--- config.mk ---
export PLATFORM = sky130hd
export DESIGN_NAME = bip_debug_unit
export DESIGN_NICKNAME = d
export VERILOG_FILES = /design/src/rtl/bip_debug_unit.sv
export SDC_FILE = /design/constraint.sdc
export NUM_CORES = 1
export LEC_CHECK = 0
export ABC_AREA = 1
export CAP_MARGIN = 0
export CORE_AREA = 3 3 87 89
export CTS_BUF_LIST = sky130_fd_sc_hd__clkbuf_8 sky130_fd_sc_hd__clkbuf_16
export DETAILED_ROUTE_END_ITERATION = 10
export DIE_AREA = 0 0 90 92
export PLACE_DENSITY = 0.72
export SLEW_MARGIN = 10
export SYNTH_ARGS = -nofsm -noshare
export SYNTH_HDL_FRONTEND = slang
export SYNTH_SLANG_ARGS = --single-unit
--- constraint.sdc ---
create_clock -name Clk -period 2.2 [get_ports Clk]
set_input_delay 0.44 -clock Clk [delete_from_list [all_inputs] [get_ports Clk]]
set_output_delay 0.44 -clock Clk [all_outputs]
set_load 0.03 [all_outputs]
--- src/rtl/bip_debug_unit.sv ---
// bip_debug_unit: freezes the BIP-I core on HLT and streams PC/ACC/instruction count as a byte frame
// Define BIP_DBG_CHECKSUM_EN to append an XOR checksum byte to the frame.
module bip_debug_unit #(
    parameter int PC_BITS   = 11,
    parameter int DATA_BITS = 16,
    parameter int CNT_BITS  = 16
) (
    input  logic                 Clk,
    input  logic                 Reset,
    input  logic                 Halt,
    input  logic [PC_BITS-1:0]   Pc,
    input  logic [DATA_BITS-1:0] Acc,
    output logic                 Cpu_Enable,
    output logic [7:0]           Tx_Data,
    output logic                 Tx_Valid,
    input  logic                 Tx_Ready,
    output logic                 Busy,
    output logic                 Done
);
`ifdef BIP_DBG_CHECKSUM_EN
    localparam int NB = 7;
`else
    localparam int NB = 6;
`endif
    localparam int FW = 8 * NB;
    localparam logic [2:0] LAST = 3'(NB - 1);
    localparam logic [1:0] S_RUN  = 2'd0;
    localparam logic [1:0] S_SEND = 2'd1;
    localparam logic [1:0] S_DONE = 2'd2;

    logic [1:0]          state;
    logic [CNT_BITS-1:0] cnt;
    logic [CNT_BITS-1:0] cnt_nx;
    logic [2:0]          idx;
    logic [FW-1:0]       frame;
    logic [FW-1:0]       cap;
    logic [47:0]         raw;

    assign cnt_nx = &cnt ? cnt : cnt + 1'b1;
    assign raw    = {16'(Pc), Acc, cnt_nx};
`ifdef BIP_DBG_CHECKSUM_EN
    assign cap = {raw, raw[47:40] ^ raw[39:32] ^ raw[31:24] ^ raw[23:16] ^ raw[15:8] ^ raw[7:0]};
`else
    assign cap = raw;
`endif

    // frame is a shift register: the head byte is always the one on offer
    always_ff @(posedge Clk or negedge Reset) begin
        if (!Reset) begin
            state <= S_RUN;
            cnt   <= '0;
            idx   <= '0;
            frame <= '0;
        end else if (state == S_RUN) begin
            cnt <= cnt_nx;
            if (Halt) begin
                frame <= cap;
                state <= S_SEND;
            end
        end else if (state == S_SEND && Tx_Ready) begin
            frame <= frame << 8;
            idx   <= idx + 1'b1;
            if (idx == LAST) state <= S_DONE;
        end
    end

    assign Cpu_Enable = state == S_RUN;
    assign Tx_Valid   = state == S_SEND;
    assign Busy       = state == S_SEND;
    assign Done       = state == S_DONE;
    assign Tx_Data    = frame[FW-1 -: 8];
endmodule

==> metrics <==
Final Hold Viols 0; ant diodes 0; Initial DRC Count 239; gpl congestion 0.912; Slew @ Worst Pin between 0.4 and 0.5 ns; status completed; Pleak 1.80 nW; Post-CTS Setup Bufs 0; Hold Path Class input port to async pin; Worst-Skew Late Latency 0.35 ns; Pre-antenna DRT Iters 4; DRC violations left 0; Final Core Density 0.594; IO buf count 42; Slew HR 0.728; GRT Resource Usage Total 0.195; core area 6830 µm²; vias in the first global route 2798; top cell type's share of synthesized area 0.507; post-route setup TNS 0 ns; Register-to-Register Path Depth 10; WP data required 1.76 ns; dpl ws approximately 0.32 ns; Worst Path Max Fanout 5; largest net degree at the start of global routing 70; Setup CP Type flop to output port; share of cells above drive strength 1 0.0806; Worst Path Arrival 1.66 ns; Worst setup startpoint state[0]; Seq/Total Area, Yosys 0.507; synth top area cells dfrtp_1, nand2_1, nor2_1, o21ai_0, a31oi_1; Antenna Nets Post-Route 0; PostCTS Resize Cnt 0; routed via count 2884; Tmin final around 2.1 ns; maxcap violations 0; reg2reg start cnt[0]; Ports 43; num rows 30; critical path startpoint category flop; PwrDens 583 nW/µm²; biggest area consumer among synthesized cells dfrtp_1; GRT overflow 0; # hold bufs at CTS 0; synthesized flop and latch total 69; Max VDD drop 0.337 mV; Final Setup Violations 0; syn_nets roughly 460; clk slew on worst S/H paths 0.07 ns; clk sinks 69; Netlist Area Pre-Place 3400 µm²; reg2reg setup slack ~0.47 ns; CTS Buffer Depth 2; fin crit share 0.956; Detailed Place HPWL 5.20 mm; fin cells 555; Post-DP Area ~3900 µm²; worst clock skew 0.00825 ns; fin nets 488; # fillers 631; synth warn 0; Max Clk Rate 476 MHz; FF-to-FF End cnt[1]; Yosys cell types 28; first-pass GRT wire length 13.1 mm; Critical Path End Type output port; synth-to-layout area growth 19.1%; WL/cell 13.4 µm; TritonCTS Buffers 9; max-slew violations 0; commonest non-fill, non-tap cells in the layout nand2_1, dfrtp_1, nor2_1; Die Footprint 8280 µm²; DRT Wirelength between 7 and 8 mm; dpl cells 539; antenna violations before repair 0; Starting Density 0.498; Setup WS post-layout 0.0970 ns; Multi-input gate area between 1000 and 1500 µm²; H-tree depth 3; Vias/cell 5.20; die height ~92 µm; TritonCTS clock tree done; root buffer cell clkbuf_8; Syn Inst Count 421; Synth Area per Inst 8.09 µm²; sequential standard cell area roughly 1700 µm²; final instance area slightly above 4000 µm²; Chip Width 90 µm; unrepaired setup endpoints after global routing no; commonest non-fill, non-tap cell in the layout nand2_1
==> registers in the layout, indices dropped and copies added (netlist names) <==
| register | count |
|---|---|
| state | 2 |
| frame | 48 |
| cnt | 16 |
| idx | 3 |
==> report_power, final <==
part           leakage [nW]  total, mW  internal [mW]  switching (mW)
registers             0.959       1.27           1.27               0
clock network         0.105       1.02          0.542           0.474
logic                 0.739     0.0818         0.0490          0.0328
total                  1.80       2.37           1.86           0.507
==> layer usage <==
metal  part of all wire  track usage
met1               0.46        0.259
met5                  0            0
met4              0.016        0.101
met2               0.48        0.309
met3              0.045       0.0336
==> worst max-delay path, stage by stage, from the launching register on <==
cell and delay (ns):
dfrtp_1 0.44, inv_2 0.07, nor2_4 0.12, clkdlybuf4s50_1 0.69
==> cell type report <==
cell class | instances | share of cell area
Timing Repair Buffer | 50 | 0.123
Multi-Input combinational cell | 287 | 0.340
Inverter | 37 | 0.0342
Tap cell | 96 | 0.0296
Clock buffer | 10 | 0.0339
Clock inverter | 6 | 0.0136
Sequential cell | 69 | 0.426
==> worst max path at each step <==
stage	endpoint	slack (ns)	cells past startpoint
final	Busy	0.1	3
after global routing	Done	0.03	3
after CTS	Cpu_Enable	0.05	2
after detailed placement	frame[9]	0.32	7
after global placement	frame[10]	0.39	7
after floorplan	Cpu_Enable	0.57	3
==> synthesized netlist by cell type <==
cell type,instances
nand2_1,112
dfrtp_1,69
nor2_1,46
inv_1,33
o21ai_0,31
a31oi_1,24
nand3_1,19
a21oi_1,16
buf_4,12
o21ai_1,10
buf_2,7
clkbuf_1,7
xor2_1,6
nand4_1,5
inv_2,4
ha_1,3
nand2_2,3
nor2_2,2
nor2_4,2
xnor2_1,2
buf_1,1
buf_6,1
nand3_2,1
nor3_1,1
nor3_2,1
nor3_4,1
o211ai_1,1
o21bai_1,1
==> per-stage QoR <==
step / hold slack, ns / total power [mW]
2_1_floorplan: 0.144 / 1.29
3_3_place_gp: 0.461 / 1.38
3_5_place_dp: 0.465 / 1.38
4_1_cts: 0.116 / 2.39
5_1_grt: 0.130 / 2.44
6_report: 0.107 / 2.37
==> cells by family (layout without fill, tap and decap cells) <==
group / Yosys count / count (layout) / synth area share
flip-flops: 69 / 69 / 0.507
AND/OR/NAND/NOR: 193 / 193 / 0.239
XOR/XNOR: 8 / 8 / 0.0206
adder cells (fa/ha/maj): 3 / 3 / 0.0110
buffers and inverters: 65 / 103 / 0.0897
AO/OA/AOI/OAI: 83 / 83 / 0.132
(Power assumes the default switching activity.)
